File: config.mk
export PLATFORM = sky130hd
export DESIGN_NAME = serial_collector_flat
export DESIGN_NICKNAME = d
export VERILOG_FILES = /design/src/rtl/serial_collector_if.sv /design/src/rtl/serial_collector.sv /design/src/flat_wrapper.sv
export SDC_FILE = /design/constraint.sdc
export NUM_CORES = 1
export LEC_CHECK = 0
export CORE_MARGIN = 2
export CORE_UTILIZATION = 55
export CTS_CLUSTER_SIZE = 10
export DETAILED_ROUTE_END_ITERATION = 16
export DONT_BUFFER_PORTS = 1
export GPL_TIMING_DRIVEN = 1
export HOLD_SLACK_MARGIN = 0.02
export PLACE_DENSITY_LB_ADDON = 0.1
export SETUP_SLACK_MARGIN = 0.3
export SYNTH_ARGS = -nofsm -noshare
export SYNTH_HDL_FRONTEND = slang
export SYNTH_SLANG_ARGS = --single-unit
File: constraint.sdc
create_clock -name clk -period 6.65 [get_ports clk]
set_input_delay 1.33 -clock clk [delete_from_list [all_inputs] [get_ports clk]]
set_output_delay 1.33 -clock clk [all_outputs]
set_load 0.005 [all_outputs]
File: src/rtl/serial_collector_if.sv
// Bundles the serial link inputs, the word handshake and the display/status
// outputs of serial_collector.
interface serial_collector_if #(
  parameter int WIDTH = 8
);
  logic             bitin;
  logic             strobe;
  logic             ack;
  logic             abort;
  logic [WIDTH-1:0] partial;
  logic [4:0]       count;
  logic [WIDTH-1:0] data;
  logic             valid;
  logic             done;
  logic             overrun;
  logic [6:0]       hexnumber1;
  logic [6:0]       hexnumber2;

  modport master (
    output bitin, strobe, ack, abort,
    input  partial, count, data, valid, done, overrun, hexnumber1, hexnumber2
  );

  modport slave (
    input  bitin, strobe, ack, abort,
    output partial, count, data, valid, done, overrun, hexnumber1, hexnumber2
  );
endinterface

File: src/rtl/serial_collector.sv
// LSB-first serial-to-parallel receiver with a double-buffered holding
// register, valid/ack handshake, overrun flag and seven-segment display.
module hex2seven_seg (
  input  logic [3:0] hex,
  output logic [6:0] seg
);
  // Active-low segments, bit order {g,f,e,d,c,b,a}.
  always_comb begin
    seg = 7'h7f;
    case (hex)
      4'h0: seg = ~7'h3f;
      4'h1: seg = ~7'h06;
      4'h2: seg = ~7'h5b;
      4'h3: seg = ~7'h4f;
      4'h4: seg = ~7'h66;
      4'h5: seg = ~7'h6d;
      4'h6: seg = ~7'h7d;
      4'h7: seg = ~7'h07;
      4'h8: seg = ~7'h7f;
      4'h9: seg = ~7'h6f;
      4'ha: seg = ~7'h77;
      4'hb: seg = ~7'h7c;
      4'hc: seg = ~7'h39;
      4'hd: seg = ~7'h5e;
      4'he: seg = ~7'h79;
      4'hf: seg = ~7'h71;
    endcase
  end
endmodule

module serial_collector #(
  parameter int WIDTH = 8
) (
  input logic clk,
  input logic reset,
  serial_collector_if.slave bus
);
  typedef enum logic [1:0] {
    EMPTY      = 2'b00,
    RECV       = 2'b01,
    READY      = 2'b10,
    READY_RECV = 2'b11
  } state_t;

  state_t           state;
  state_t           next_state;
  logic [WIDTH-1:0] partial_q;
  logic [WIDTH-1:0] data_q;
  logic [4:0]       count_q;
  logic             done_q;
  logic             overrun_q;
  logic             valid;
  logic             last_bit;
  logic [WIDTH-1:0] shifted;
  logic [15:0]      data_ext;

  assign last_bit = (count_q == 5'(WIDTH - 1));
  assign shifted  = {bus.bitin, partial_q[WIDTH-1:1]};

  always_ff @(posedge clk) begin
    if (!reset) state <= EMPTY;
    else        state <= next_state;
  end

  // The state is {holding-register valid, partial word in progress}; abort
  // only drops the partial word, so the valid half survives it.
  always_comb begin
    logic next_valid;
    logic next_recv;
    next_valid = (state == READY) || (state == READY_RECV);
    next_recv  = (state == RECV)  || (state == READY_RECV);
    if (bus.abort) begin
      next_recv = 1'b0;
    end else begin
      if (bus.strobe && last_bit) next_valid = 1'b1;
      else if (bus.ack)           next_valid = 1'b0;
      if (bus.strobe)             next_recv  = !last_bit;
    end
    next_state = state_t'({next_valid, next_recv});
  end

  always_comb begin
    valid = (state == READY) || (state == READY_RECV);
  end

  // A completing strobe with ack in the same cycle retires the old word, so
  // only an unacknowledged valid word counts as overrun.
  always_ff @(posedge clk) begin
    if (!reset) begin
      partial_q <= '0;
      count_q   <= '0;
      data_q    <= '0;
      done_q    <= 1'b0;
      overrun_q <= 1'b0;
    end else begin
      done_q <= 1'b0;
      if (bus.abort) begin
        partial_q <= '0;
        count_q   <= '0;
        overrun_q <= 1'b0;
      end else if (bus.strobe) begin
        if (last_bit) begin
          data_q    <= shifted;
          partial_q <= '0;
          count_q   <= '0;
          done_q    <= 1'b1;
          if (valid && !bus.ack) overrun_q <= 1'b1;
        end else begin
          partial_q <= shifted;
          count_q   <= count_q + 5'd1;
        end
      end
    end
  end

  assign bus.partial = partial_q;
  assign bus.count   = count_q;
  assign bus.data    = data_q;
  assign bus.valid   = valid;
  assign bus.done    = done_q;
  assign bus.overrun = overrun_q;

  // Zero-extension makes display bits above WIDTH read as 0.
  assign data_ext = 16'(data_q);

  hex2seven_seg u_hex_lo (
    .hex(data_ext[3:0]),
    .seg(bus.hexnumber1)
  );

  hex2seven_seg u_hex_hi (
    .hex(data_ext[7:4]),
    .seg(bus.hexnumber2)
  );
endmodule

File: src/flat_wrapper.sv
// flat-port wrapper written by rule: the top's interface ports become plain ports
module serial_collector_flat 
#(
  parameter int WIDTH = 8
)
  (clk, reset, bus_bitin, bus_strobe, bus_ack, bus_abort, bus_partial, bus_count, bus_data, bus_valid, bus_done, bus_overrun, bus_hexnumber1, bus_hexnumber2);
  serial_collector_if #(.WIDTH(WIDTH)) bus_i ();
  input logic clk;
  input logic reset;
  input wire logic [$bits(bus_i.bitin)-1:0] bus_bitin;
  input wire logic [$bits(bus_i.strobe)-1:0] bus_strobe;
  input wire logic [$bits(bus_i.ack)-1:0] bus_ack;
  input wire logic [$bits(bus_i.abort)-1:0] bus_abort;
  output wire logic [$bits(bus_i.partial)-1:0] bus_partial;
  output wire logic [$bits(bus_i.count)-1:0] bus_count;
  output wire logic [$bits(bus_i.data)-1:0] bus_data;
  output wire logic [$bits(bus_i.valid)-1:0] bus_valid;
  output wire logic [$bits(bus_i.done)-1:0] bus_done;
  output wire logic [$bits(bus_i.overrun)-1:0] bus_overrun;
  output wire logic [$bits(bus_i.hexnumber1)-1:0] bus_hexnumber1;
  output wire logic [$bits(bus_i.hexnumber2)-1:0] bus_hexnumber2;
  assign bus_i.bitin = bus_bitin;
  assign bus_i.strobe = bus_strobe;
  assign bus_i.ack = bus_ack;
  assign bus_i.abort = bus_abort;
  assign bus_partial = bus_i.partial;
  assign bus_count = bus_i.count;
  assign bus_data = bus_i.data;
  assign bus_valid = bus_i.valid;
  assign bus_done = bus_i.done;
  assign bus_overrun = bus_i.overrun;
  assign bus_hexnumber1 = bus_i.hexnumber1;
  assign bus_hexnumber2 = bus_i.hexnumber2;
  serial_collector #(.WIDTH(WIDTH)) u_core (.clk(clk), .reset(reset), .bus(bus_i));
endmodule
==> reports/results.tsv <==
stage	metric	value	unit
status	status	complete, no violations	
global_routing	antenna_found_initial	0	
layout	nets	232	
synthesis	synth-main-ff-cell	sky130_fd_sc_hd__dfxtp_1	
die	die_width	64.3	um
synthesis	postSynthCellCount	217	
die	core.rowCount	21	
power	power_density	185	nW/um2
die	floorplan.core_area	3420	um2
power	cellLeakagePower	0.754	nW
die	design.portCount	44	
sta	skew	12.5	ps
route	detail_route.wirelength	3.87	mm
cts	cts_buffers	5	
global_routing	grt_pass1_wl	6.66	mm
critical_path	critPathArrivalTime	3040	ps
synthesis	synth_nets	236	
critical_path	cp.required	6860	ps
cts	clk_transition_reported_paths	110	ps
die	initial_core_utilization	0.585	
layout	n_antenna_cell	0	
synthesis	synthDominantAreaCellType	sky130_fd_sc_hd__dfxtp_1	
synthesis	synth_top_cell_area_share	0.381	
global_routing	global_route.overflow_total	0	
sta	min_period	2830	ps
synthesis	synth_area	2000	um2
sta	achievable-frequency	354	MHz
hold_path	min_path_type	reg2reg	
die	floorplan.die.height	64.3	um
sta	hold_viol_final	0	
critical_path	path_max_fanout	30	
die	die_area	4130	um2
placement	numPortBuffers	0	
global_routing	grt_pass1_vias	1418	
sta	timing.final.crit_share	0.425	
power	worst_voltage_drop_across_the_vdd_grid	0.000113	V
placement	place.gp.congestion	0.885	
synthesis	yosysWarningCount	0	
route	routed_length_per_placed_instance	14.9	um
sta	slew_headroom	0.680	
sta	grt_setup_unrepaired	false	
global_routing	grt_start_max_net_pins	31	
cts	cts.sink_count	38	
cts	clk_path_buf_depth	2	
cts	root_buffer	sky130_fd_sc_hd__clkbuf_4	
critical_path	crit_type	in2reg	
layout	fraction_of_final_layout_cells_sized_beyond_drive_strength_1	0.131	
layout	area_delta_synth_final	2.57	%
run	timing.max_cap.violations	0	
placement	dpl.hpwl	2.76	mm
cts	clock_insertion_delay_worst_skew	340	ps
route	detail_route.vias_per_cell	5.70	
global_routing	grt_usage	0.206	
synthesis	synth-edff-count	0	
cts	cts_hold_buffers	0	
route	detailedRoute.firstIterationViolations	52	
sta	final.setup.tns	0	ps
cts	h_tree_level_count	2	
synthesis	async_flop_share	0	
cts	clock_tree_from_tritoncts	built	
synthesis	synth_top_cells_by_area	sky130_fd_sc_hd__dfxtp_1, sky130_fd_sc_hd__ha_1, sky130_fd_sc_hd__mux2i_1	
critical_path	setup.worst_path.start_class	input port	
cts	cts_post_setup_buffers_inserted	0	
route	drt_pass1_iterations	4	
sta	report.final.slew_viol_count	0	
cts	ctsResizeCount	0	
synthesis	postSynthRegisterBits	38	
route	remaining_drc_errors	0	
layout	layout.core_utilization	0.600	
critical_path	worstSetupEndpointType	flop	
sta	finalSetupViolCount	0	
synthesis	syn_avg_cell_area	9.20	um2
synthesis	synth_cell_type_count	45	
synthesis	seq_area_frac_synth	0.381	
sta	max_slew.worst_pin.slew	480	ps
route	route.vias.total	1483	
route	route.antenna.remaining_nets	0	
-- cell usage in the layout, fill, tap and decap left out, types with 4 or more instances in the layout --
| master | n |
|---|---|
| sky130_fd_sc_hd__clkbuf_4 | 5 |
| sky130_fd_sc_hd__o22ai_1 | 8 |
| sky130_fd_sc_hd__mux2i_1 | 12 |
| sky130_fd_sc_hd__dfxtp_1 | 38 |
| sky130_fd_sc_hd__mux2_2 | 4 |
| sky130_fd_sc_hd__o21ai_0 | 6 |
| sky130_fd_sc_hd__nand3_1 | 10 |
| sky130_fd_sc_hd__inv_1 | 9 |
| sky130_fd_sc_hd__nand3b_1 | 5 |
| sky130_fd_sc_hd__ha_1 | 13 |
| sky130_fd_sc_hd__a21oi_1 | 15 |
| sky130_fd_sc_hd__nand2b_1 | 9 |
| sky130_fd_sc_hd__nor2_1 | 13 |
| sky130_fd_sc_hd__nand2_1 | 18 |
| sky130_fd_sc_hd__nor2b_1 | 7 |
-- critical path: stages --
cell and delay, ps:
sky130_fd_sc_hd__and4b_4 590, sky130_fd_sc_hd__nand3_1 160, sky130_fd_sc_hd__o21ai_0 210, sky130_fd_sc_hd__inv_1 180, sky130_fd_sc_hd__ha_1 260, sky130_fd_sc_hd__a32oi_1 210, sky130_fd_sc_hd__o21ai_1 90
-- path summary, 6_finish.rpt --
kind | startpoint | endpoint | slack, ps | depth (start not counted)
worst max-delay path | bus_abort | u_core.u_hex_hi.seg[0] | 3820 | 7
worst min-delay path | u_core.bus.partial[0] | u_core.bus.partial[0] | 490 | 2
worst max register to register | u_core.bus.count[0] | u_core.u_hex_hi.seg[0] | 3960 | 9
worst min register to register | u_core.bus.partial[0] | u_core.bus.partial[0] | 490 | 2
-- kinds of logic (layout without fill, tap and decap cells) --
group           count (synthesis)  in the layout  share of synthesized area
mux                            18             18                      0.102
compound gates                 44             44                      0.142
xor+xnor                        3              3                     0.0132
fa+ha+maj                      13             13                     0.0815
simple gates                   78             78                      0.216
flops                          38             38                      0.381
buf+inv                        23             20                     0.0652
-- report_power, final --
part           total (mW)  switching, mW  internal [mW]
registers           0.229        0.00112          0.228
clock network       0.145         0.0726         0.0723
logic             0.00548        0.00211        0.00336
-- cell type report --
cell class | count | area [um2]
well taps | 46 | 57.6
fillers | 304 | 1370
flip-flops and latches | 38 | 761
inverters | 12 | 45.0
multi-input cells | 156 | 1110
clock buffers | 8 | 78.8
-- metal layers --
metal,wire length (um),up-vias,global-route usage
li1,-,754,-
met1,1760,667,0.256
met2,1810,55,0.333
met3,246,7,0.0651
met4,52,0,0.0798
met5,0,-,0
-- flip-flops by register name, summed over array words and instances (netlist names) --
name	flops
u_core.bus.data	8
u_core.bus.count	5
u_core.u_hex_hi.seg	7
u_core.u_hex_lo.seg	7
u_core.state	1
u_core.bus.partial	8
u_core.bus.overrun	1
u_core.bus.done	1
-- through the flow --
stage	power, mW	hold WS, ps	instances	worst slack (ps)	instance area [um2]
final	0.380	493	260	3820	2050
after floorplan	0.243	462	217	3680	2000
after global placement	0.240	479	252	3550	1970
after CTS	0.384	501	260	3880	2050
after global routing	0.393	540	260	3630	2050
after detailed placement	0.240	480	252	3500	1970
-- Yosys cell counts, drive strengths merged (2+ instances only) --
| library cell | count |
|---|---|
| dfxtp | 38 |
| nand2 | 18 |
| a21oi | 15 |
| ha | 13 |
| mux2i | 13 |
| nor2 | 13 |
| inv | 12 |
| nand3 | 10 |
| nor2b | 10 |
| nand2b | 9 |
| o21ai | 9 |
| o22ai | 8 |
| buf | 6 |
| clkbuf | 5 |
| mux2 | 5 |
| nand3b | 5 |
| and2 | 4 |
| nand4 | 3 |
| xor2 | 3 |
| a211oi | 2 |
| and3 | 2 |
No activity file was read; power rests on OpenSTA's default activity.
